File: src/rtl/div_unit.sv
// div_unit: sequential signed divider, restoring shift-subtract.
// Accepts an operand pair on start, iterates once per clock for WIDTH
// cycles, then applies result signs and pulses done. Divide-by-zero is
// reported immediately from IDLE with done+div_zero and no iteration.
// Remainder is presented on hi, quotient on lo.
module div_unit #(
    parameter int WIDTH = 32,
    parameter int CNT_W = 6
) (
    input  logic             clk,
    input  logic             reset,
    input  logic             start,
    input  logic [WIDTH-1:0] dividend,
    input  logic [WIDTH-1:0] divisor,
    output logic             busy,
    output logic             done,
    output logic             div_zero,
    output logic [WIDTH-1:0] hi,
    output logic [WIDTH-1:0] lo
);

    typedef enum logic [1:0] {
        S_IDLE,
        S_RUN,
        S_FIX
    } state_t;

    localparam logic [CNT_W-1:0] LAST_ITER = CNT_W'(WIDTH - 1);

    state_t           r_state;
    logic [WIDTH-1:0] r_q;
    logic [WIDTH-1:0] r_d;
    logic [WIDTH:0]   r_rem;
    logic [CNT_W-1:0] r_cnt;
    logic             r_sign_q;
    logic             r_sign_r;
    logic             r_busy;
    logic             r_done;
    logic             r_div_zero;
    logic [WIDTH-1:0] r_hi;
    logic [WIDTH-1:0] r_lo;

    logic [WIDTH-1:0] w_abs_dvd;
    logic [WIDTH-1:0] w_abs_dvs;
    logic [WIDTH:0]   w_rem_shift;
    logic             w_ge;
    logic [WIDTH:0]   w_rem_next;
    logic [WIDTH-1:0] w_q_next;
    logic [WIDTH-1:0] w_lo_fix;
    logic [WIDTH-1:0] w_hi_fix;

    // Operand magnitudes (plain two's-complement negation, so the most
    // negative value maps onto itself as an unsigned magnitude) and the
    // per-iteration restoring step.
    always_comb begin
        w_abs_dvd   = dividend[WIDTH-1] ? -dividend : dividend;
        w_abs_dvs   = divisor[WIDTH-1]  ? -divisor  : divisor;
        w_rem_shift = {r_rem[WIDTH-1:0], r_q[WIDTH-1]};
        w_ge        = (w_rem_shift >= {1'b0, r_d});
        w_rem_next  = w_ge ? (w_rem_shift - {1'b0, r_d}) : w_rem_shift;
        w_q_next    = {r_q[WIDTH-2:0], w_ge};
        w_lo_fix    = r_sign_q ? -r_q : r_q;
        w_hi_fix    = r_sign_r ? -r_rem[WIDTH-1:0] : r_rem[WIDTH-1:0];
    end

    // Control FSM with all datapath registers and registered outputs.
    always_ff @(posedge clk or negedge reset) begin
        if (!reset) begin
            r_state    <= S_IDLE;
            r_q        <= '0;
            r_d        <= '0;
            r_rem      <= '0;
            r_cnt      <= '0;
            r_sign_q   <= 1'b0;
            r_sign_r   <= 1'b0;
            r_busy     <= 1'b0;
            r_done     <= 1'b0;
            r_div_zero <= 1'b0;
            r_hi       <= '0;
            r_lo       <= '0;
        end else begin
            r_done     <= 1'b0;
            r_div_zero <= 1'b0;
            case (r_state)
                S_IDLE: begin
                    if (start) begin
                        if (divisor == '0) begin
                            r_done     <= 1'b1;
                            r_div_zero <= 1'b1;
                        end else begin
                            r_sign_q <= dividend[WIDTH-1] ^ divisor[WIDTH-1];
                            r_sign_r <= dividend[WIDTH-1];
                            r_q      <= w_abs_dvd;
                            r_d      <= w_abs_dvs;
                            r_rem    <= '0;
                            r_cnt    <= '0;
                            r_busy   <= 1'b1;
                            r_state  <= S_RUN;
                        end
                    end
                end
                S_RUN: begin
                    r_rem <= w_rem_next;
                    r_q   <= w_q_next;
                    r_cnt <= r_cnt + 1'b1;
                    if (r_cnt == LAST_ITER) begin
                        r_state <= S_FIX;
                    end
                end
                S_FIX: begin
                    r_lo    <= w_lo_fix;
                    r_hi    <= w_hi_fix;
                    r_done  <= 1'b1;
                    r_busy  <= 1'b0;
                    r_state <= S_IDLE;
                end
                default: begin
                    r_state <= S_IDLE;
                    r_busy  <= 1'b0;
                end
            endcase
        end
    end

    assign busy     = r_busy;
    assign done     = r_done;
    assign div_zero = r_div_zero;
    assign hi       = r_hi;
    assign lo       = r_lo;

endmodule

File: config.mk
export PLATFORM = sky130hd
export DESIGN_NAME = div_unit
export DESIGN_NICKNAME = d
export VERILOG_FILES = /design/src/rtl/div_unit.sv
export SDC_FILE = /design/constraint.sdc
export NUM_CORES = 1
export LEC_CHECK = 0
export ABC_AREA = 1
export ABC_CLOCK_PERIOD_IN_PS = 3400
export CORE_UTILIZATION = 55
export CTS_CLUSTER_SIZE = 10
export DETAILED_ROUTE_END_ITERATION = 7
export PLACE_DENSITY = 0.86
export SLEW_MARGIN = 20
export SYNTH_ARGS = -nofsm -noshare
export SYNTH_HDL_FRONTEND = slang
export SYNTH_SLANG_ARGS = --single-unit
File: constraint.sdc
create_clock -name clk -period 3.4 [get_ports clk]
set_clock_uncertainty 0.1 [all_clocks]
set_input_delay 0.51 -clock clk [delete_from_list [all_inputs] [get_ports clk]]
set_output_delay 0.51 -clock clk [all_outputs]
set_load 0.02 [all_outputs]
======== After elaboration in Yosys (flattened, before gate mapping) ========
Cells that the tools add are included.
operators by class
  add/subtract/negate cells ............... 6
  order comparisons ....................... 1
  eq/ne operators ......................... 6
  multiplexer cells ....................... 25
  bitwise gates (word level) .............. 3
  reduce and logical (&&, ||, !) cells .... 7
operators with widths
  operator                                              number
  2-to-1 mux 32 bit                                     9
  negator 32 bit                                        4
  one-hot mux 32 bit (2 select lines)                   2
  greater-or-equal comparator 33 x 32 -> 1 bit          1
  logical NOT 32 bit                                    1
  subtractor 32 bit                                     1
  2-to-1 mux 6 bit                                      2
  one-hot mux 6 bit (2 select lines)                    1
  AND reduction 3 bit                                   4
  adder 6 x 1 -> 6 bit (second input constant)          1
  equality test 6 x 5 -> 1 bit (second input constant)  1
  2-to-1 mux 2 bit                                      3
  inequality test 2 bit (second input constant)         3
  2-to-1 mux 1 bit                                      5
  one-hot mux 1 bit (2 select lines)                    2
  one-hot mux 2 bit (2 select lines)                    1
  equality test 2 x 1 -> 1 bit (second input constant)  1
  equality test 2 bit (second input constant)           1
  logical NOT 2 bit                                     1
  NOT 1 bit                                             2
  nonzero test 2 bit                                    1
  bitwise XOR 1 bit                                     1
word-level totals
  flip-flop bits (word level) ............. 173
  bits of input ports ..................... 67
  output and inout bits ................... 67
  word-level logic and storage cells ...... 60

======== Longest topological paths before layout ========
Gate-level depths: netlist (run 1).
  depth in word-level cells ............... 5
  gate-level depth with buffers ........... 16

======== Least setup slack after synthesis (run 1) ========
OpenSTA, ideal clock, no wires.
  path kind ............................... register -> register
  start point ............................. reg r_q[31]
  end point ............................... reg r_rem[28]
  library setup time ...................... 0.116 ns
  arrival ................................. 1.899 ns
  data required time ...................... 3.184 ns
  setup slack ............................. 1.285 ns
  stages on the path, launching flop included .. 17
  buffers on the path ..................... 0
  period minus slack after synthesis ...... 2.115 ns
  path through ............................ dfrtp_1 -> inv_1 -> ha_1 -> inv_1 -> fa_1 -> nand3_1 -> nand3_1 -> nand2_1 -> nand2_1 -> nand2_1 -> nand2_1 -> nand2_1 -> nand2_1 -> nand2_1 -> nand3_1 -> nand2_1 -> nand2_1
on the way
  longest elaborated chain between the ends .. 3
  elaborated cells on any way between the ends .. 4
  classes of those cells .................. 1 x add/sub; 1 x order compare; 2 x mux
RTL lines
  item                                                                               RTL line  RTL
  start, declared                                                                    31        logic [WIDTH-1:0] r_q;
  start signal, assigned                                                             93        r_q <= w_abs_dvd;
  start signal, assigned                                                             104       r_q <= w_q_next;
  subtractor 32 bit or greater-or-equal comparator 33 x 32 -> 1 bit (tied branches)  60, 59
  2-to-1 mux 32 bit *                                                                60        w_rem_next = w_ge ? (w_rem_shift - {1'b0, r_d}) : w_rem_shift;
  one-hot mux 32 bit (2 select lines) *                                              84        case (r_state)
  end signal, assigned                                                               103       r_rem <= w_rem_next;
  end, declared                                                                      33        logic [WIDTH:0] r_rem;
Mark *: on every way between the ends. The rest lies on a longest branch, timed or not.
A chain may end at the register's enable or synchronous reset.

======== Worst setup path in the final report (run 1) ========
  start point ............................. reg r_rem[18]
  end point ............................... reg r_rem[27]
on the way
  longest elaborated chain between the ends .. 3
  elaborated cells on any way between the ends .. 4
  classes of those cells .................. 1 x add/sub; 1 x order compare; 2 x mux
RTL lines
  item                                                                               RTL line
  subtractor 32 bit or greater-or-equal comparator 33 x 32 -> 1 bit (tied branches)  60, 59
  2-to-1 mux 32 bit *                                                                60
  one-hot mux 32 bit (2 select lines) *                                              84
Marked as above.

==> results of run 1 <==
tightest hold or removal path, cell delays in order (launching register included):
cell and delay (ns):
dfrtp_1 0.34, nand2_1 0.05, nand2_1 0.05
worst max-delay path by stage:
stage,from,end,slack [ns],depth (start not counted)
after floorplan,r_q[31],r_rem[28],1.28,16
after global routing,r_rem[27],r_rem[27],0.37,13
after CTS,r_rem[22],r_rem[30],0.61,15
after detailed placement,divisor[0],r_d[17],0.54,11
after global placement,divisor[28],r_q[4],0.57,10
final,r_rem[18],r_rem[27],0.57,13
through the flow:
step	total power, W	area [um2]	instances
final	0.01513	15480	2530
after global routing	0.01647	15480	2530
after CTS	0.01495	15480	2530
after detailed placement	0.01283	14870	2497
after global placement	0.01260	14870	2497
after floorplan	0.01025	13270	2090
layout by cell type (no fill, tap or decap), types with 5 or more instances in the layout:
cell type and count:
buf_4 14, o21ai_0 99, nand3_1 217, o31ai_1 5, ha_1 37, inv_1 287, nand3b_1 8, a22oi_1 8
o211ai_1 12, clkbuf_16 17, a21oi_1 32, nand2_1 728, xor2_1 63, a31oi_1 8, o21ai_1 15, inv_2 7
nand4_1 35, xnor2_1 24, nand2_2 7, nor2_1 192, nor2_2 6, nor3_1 29, clkdlybuf4s50_1 132, dfrtp_1 173
routing by layer:
metal  vias to the layer above  global-route usage
met5                         -                   0
met4                         0             0.08553
li1                       6812                   -
met3                        55             0.05424
met1                      6280              0.4904
met2                       602              0.4886
registers in the layout, summed over array words and instances (netlist names):
register  flops
r_sign_r      1
lo           32
r_state       2
r_sign_q      1
done          1
r_d          32
r_rem        32
busy          1
r_q          32
r_cnt         6
div_zero      1
hi           32
cell families after synthesis:
group,share of synthesized area
fa+ha+maj,0.03640
compound gates,0.07978
simple gates,0.3954
flops,0.3263
buf+inv,0.1047
xor+xnor,0.05743
power by group:
| part | switching [W] | total, W | internal (W) | leakage, nW |
|---|---|---|---|---|
| logic | 0.00601 | 0.00930 | 0.00329 | 5.46 |
| clock network | 0.000900 | 0.00203 | 0.00113 | 0.288 |
| registers | 0.000977 | 0.00380 | 0.00283 | 2.22 |
cell type report:
| cell class | instances | area, um2 |
|---|---|---|
| sequential | 173 | 4329 |
| clock inverter | 12 | 153.9 |
| inverter | 295 | 1107 |
| timing repair buffer | 150 | 1488 |
| tap | 319 | 399.1 |
| fill | 2200 | 8066 |
| clock buffer | 20 | 446.7 |
| multi-input combinational | 1561 | 7552 |
==> reports/results.ini, run 1 <==
[timing]
tns_ns = 0
worst_pin_slew_ns = 0.6551
fin_crit_ns = 2.829
fin_ws_ns = 0.5713
hold_viol = 0
slew_headroom = 0.5628
rsz0062_at_grt = no
finalCritPeriodShare = 0.8320
fin_hold_ws_ns = 0.3789
finalSetupViolCount = 0
drv_slew = 0
max_freq_ghz = 0.3535

[synth]
synth-seq-cells = 173
yosysUniqueCellTypes = 47
ys_seq_area_frac = 0.3263
synth-edff-count = 0
syn_area_per_cell_um2 = 6.348
synth_most_common_cell = nand2_1
synth_ff_type = dfrtp_1
synth_nets = 2195
synthArstFlopShare = 1.000
synthTopCellsByArea = dfrtp_1 (33%), nand2_1 (21%), nand3_1 (8.2%)
synth_cells = 2090
synth_common_cells = nand2_1 (728), inv_1 (288), nand3_1 (217)
ys_warn_count = 0
synth_top_area_frac = 0.3263
syn-cell-area_um2 = 13270
yosysTopAreaCell = dfrtp_1

[placement]
place.gp.congestion = 0.9785
dp_slack_ns = 0.5378
hpwlAfterDp_um = 30930
port_buffers = 133

[pwr]
p_leak_nw = 7.964
powerDensity_nw_per_um2 = 977.6
peakVddDrop_mv = 0.4376

[clock_network]
clk_pin_slew_ns = 0.07
clockRootBuffer = clkbuf_16
clock_sinks = 173
clkLatencyLatePin_ns = 0.44
post_cts_resize_count = 0
cts_hold_buf = 1
postCtsSetupBuffers = 0
cts_buffers = 17
cts_tree = built
htree_levels = 4
clockBufferDepth = 2

[grt]
grt_overflow = 0
grt_max_degree = 83
grt_pass1_vias = 12511
antenna_found_initial = 0
grt_pass1_wl_um = 63620
grt_usage = 0.3287

[setup_path]
worstPathRequired_ns = 3.62
arrival_ns = 3.05
r2r_end = r_rem[27]
worstSetupPathType = register to register
reg2reg_depth = 13
critPathTopFamily = simple AND/OR/NAND/NOR gates
worstPathBufferInverterCount = 0
crit_fanout = 33
cp_cell_sequence = ha_1 -> nand2_1 -> nor2_2 -> nand2_1 -> nor2_1 -> nand2_1 -> nand3_2 -> nor2_8 -> nand2_8 -> nand2_2 -> nand2_1 -> nand2_1 -> nand2_1
path_common_cell = nand2_1
cp_slowest_stage_delay_ns = 0.49
worstSetupEndpointType = register
worstReg2RegStart = r_rem[18]
slowest_stage = dfrtp_1
rrSetupSlack_ns = 0.57
start_kind = register

[route]
top_layer = met4
drt-met1-wl_um = 18480
dr_wl_met2_um = 16780
viasPerCell = 5.434
wirelength_um = 39540
antenna_left = 0
drt_iter0_drc = 1323
drc = 0
num_vias = 13749
dr.pass1.iters = 8
route.met3.wl_um = 3597
avgRoutedWirePerCell_um = 15.63

[floorplanning]
core_um2 = 23540
dieWidth_um = 157.3
start_util = 0.5636
io_pins = 134
die_area_um2 = 24750
fp-row-count = 56
dieHeight_um = 157.3

[layout]
utilization = 0.6574
drive_above_1_share = 0.03664
antenna_cells = 0
area_growth_pct = 16.64
nets = 2303

[job]
timing.max_cap.violations = 0

[worst_hold_path]
min_path_type = register to register
hp-start = lo[18]
hold_depth = 2
min_to = lo[18]

[status]
status = complete, no violations

Power figures use the tool's default switching activity.
==> run 2: changes to the inputs <==
- ABC_CLOCK_PERIOD_IN_PS: 3400 -> 2800
- clock period: 3.4 -> 2.8 ns (I/O delays scaled with it)
==> run 2 against run 1 <==
Die area unchanged; register-to-register slack got worse by 0.47 ns; setup slack got worse by 0.47 ns; critical endpoint is now r_rem[31].
==> reports/results.ini, run 2 (synthesized netlist as in run 1, its figures left out) <==
[status]
status = complete, no violations

[setup_path]
r2r_end = r_rem[31]
reg2reg_depth = 13  ; unchanged
crit_fanout = 17  ; -48%
arrival_ns = 2.98  ; -0.07 ns
worstSetupEndpointType = register
worstReg2RegStart = r_rem[5]
worstPathRequired_ns = 3.08  ; -0.54 ns
crit_path_end = r_rem[31]
startpoint = r_rem[5]
start_kind = register
worstSetupPathType = register to register
rrSetupSlack_ns = 0.10  ; -0.47 ns

[clock_network]
clkLatencyLatePin_ns = 0.44  ; about the same
clk_pin_slew_ns = 0.07  ; about the same
clock_sinks = 173  ; unchanged
cts_buffers = 17  ; unchanged
clockRootBuffer = clkbuf_16
htree_levels = 4  ; unchanged
cts_tree = built
clockBufferDepth = 2  ; unchanged

[timing]
finalCritPeriodShare = 0.9627  ; +0.1307
tns_ns = 0  ; unchanged
max_freq_ghz = 0.3710  ; +4.9%
hold_viol = 0  ; unchanged
fin_ws_ns = 0.1044  ; -0.4669 ns
finalSetupViolCount = 0  ; unchanged
drv_slew = 0  ; unchanged
worst_pin_slew_ns = 0.6371  ; -0.01797 ns
slew_headroom = 0.5748  ; +0.01199
fin_crit_ns = 2.696  ; -0.1331 ns

[floorplanning]
dieHeight_um = 157.3  ; unchanged
io_pins = 134  ; unchanged
start_util = 0.5636  ; unchanged
die_area_um2 = 24750  ; unchanged
fp-row-count = 56  ; unchanged
dieWidth_um = 157.3  ; unchanged
core_um2 = 23540  ; unchanged

[layout]
area_growth_pct = 18.42
utilization = 0.6674  ; +0.009992
nets = 2327  ; +1.0%
layout_common_cells = nand2_1 (728), inv_1 (287), nand3_1 (217)
multi_input_area_um2 = 7587  ; +0.46%
antenna_cells = 0  ; unchanged
drive_above_1_share = 0.05011  ; +0.01348
fill_cells = 2172  ; -1.3%
fin_area_um2 = 15710  ; +1.5%
final_common_cell = nand2_1
register_area_um2 = 4329  ; unchanged

[pwr]
powerDensity_nw_per_um2 = 1186  ; +21%
peakVddDrop_mv = 0.5208  ; +19%
p_leak_nw = 8.088  ; +1.6%

[placement]
port_buffers = 133  ; unchanged
hpwlAfterDp_um = 30650  ; -0.93%
placed_cell_area_um2 = 15060  ; +1.3%
place.gp.congestion = 0.9777  ; about the same
dp_slack_ns = 0.04918  ; -0.4886 ns

[grt]
antenna_found_initial = 0  ; unchanged
grt_max_degree = 66  ; -20%
grt_usage = 0.3280  ; -0.0006632
grt_overflow = 0  ; unchanged
grt_pass1_vias = 12495  ; -0.13%
grt_pass1_wl_um = 63450  ; -0.26%

[route]
viasPerCell = 5.448  ; +0.26%
dr.pass1.iters = 6  ; -2
num_vias = 13915  ; +1.2%
antenna_left = 0  ; unchanged
avgRoutedWirePerCell_um = 15.39  ; -1.6%
wirelength_um = 39300  ; -0.62%
drc = 0  ; unchanged
drt_iter0_drc = 1169  ; -12%

[job]
timing.max_cap.violations = 0  ; unchanged

[worst_hold_path]
min_path_type = register to register

[run 2: cell types whose count changed in the layout (fill, tap and decap cells not counted), moves of 2 or more]
cell      previous run  this run
nor2_1             192       190
ha_1                37        34
nor2_2               6         8
clkbuf_1             2         0
buf_12               2         5
inv_8                2         4
buf_4               14        33
ha_2                 0         3
[run 2: critical path: stages (launching register included)]
cell and delay [ns]:
dfrtp_1 0.51, ha_1 0.43, nand2_1 0.13, nor2_2 0.25
nand3_1 0.12, nor2_1 0.11, nand2_1 0.11, nand3_2 0.19
nor2_8 0.10, nand2_8 0.17, nand2_2 0.15, nand2_1 0.12
nand2_1 0.06, nand2_1 0.06
[run 2: worst min path at each step]
stage	startpoint	to	slack (ns)	cells past startpoint
2_1_floorplan	reset	busy	0.02	0
3_3_place_gp	reset	lo[11]	0.35	1
3_5_place_dp	reset	lo[23]	0.36	1
4_1_cts	hi[25]	hi[25]	0.38	2
5_1_grt	hi[25]	hi[25]	0.40	2
6_report	hi[25]	hi[25]	0.38	2
[run 2: final cells by class]
class	instances	area share
Clock inverter	15	0.01099
Multi-Input combinational cell	1563	0.4829
Inverter	295	0.07048
Tap cell	319	0.02540
Sequential cell	173	0.2755
Timing Repair Buffer	172	0.1076
Clock buffer	17	0.02708
[run 2: repair_timing]
item,in CTS,in global routing
hold buffers,1,0
setup buffers,0,1
gates resized for setup,0,5
hold endpoints to repair,61,0
setup endpoints to repair,0,11
[run 2: layer usage]
layer  GRT usage  vias up  share of wire
li1            -     6872              -
met1      0.4915     6384           0.46
met2      0.4899      608           0.43
met3     0.05121       51          0.098
met4     0.08137        0          0.017
met5           0        -              0
[run 2: power breakdown]
part	switching [W]	internal [W]	total [W]
clock	0.00115	0.00127	0.00243
sequential	0.00105	0.00343	0.00448
combinational	0.00751	0.00421	0.0117
[run 2: through the flow]
stage	total power (W)	hold WS (ns)	std cells
global route	0.02020	0.4013	2554
global placement	0.01545	0.3527	2518
finish	0.01863	0.3829	2554
floorplan	0.01245	0.02441	2090
detailed placement	0.01572	0.3614	2518
CTS	0.01825	0.3843	2551
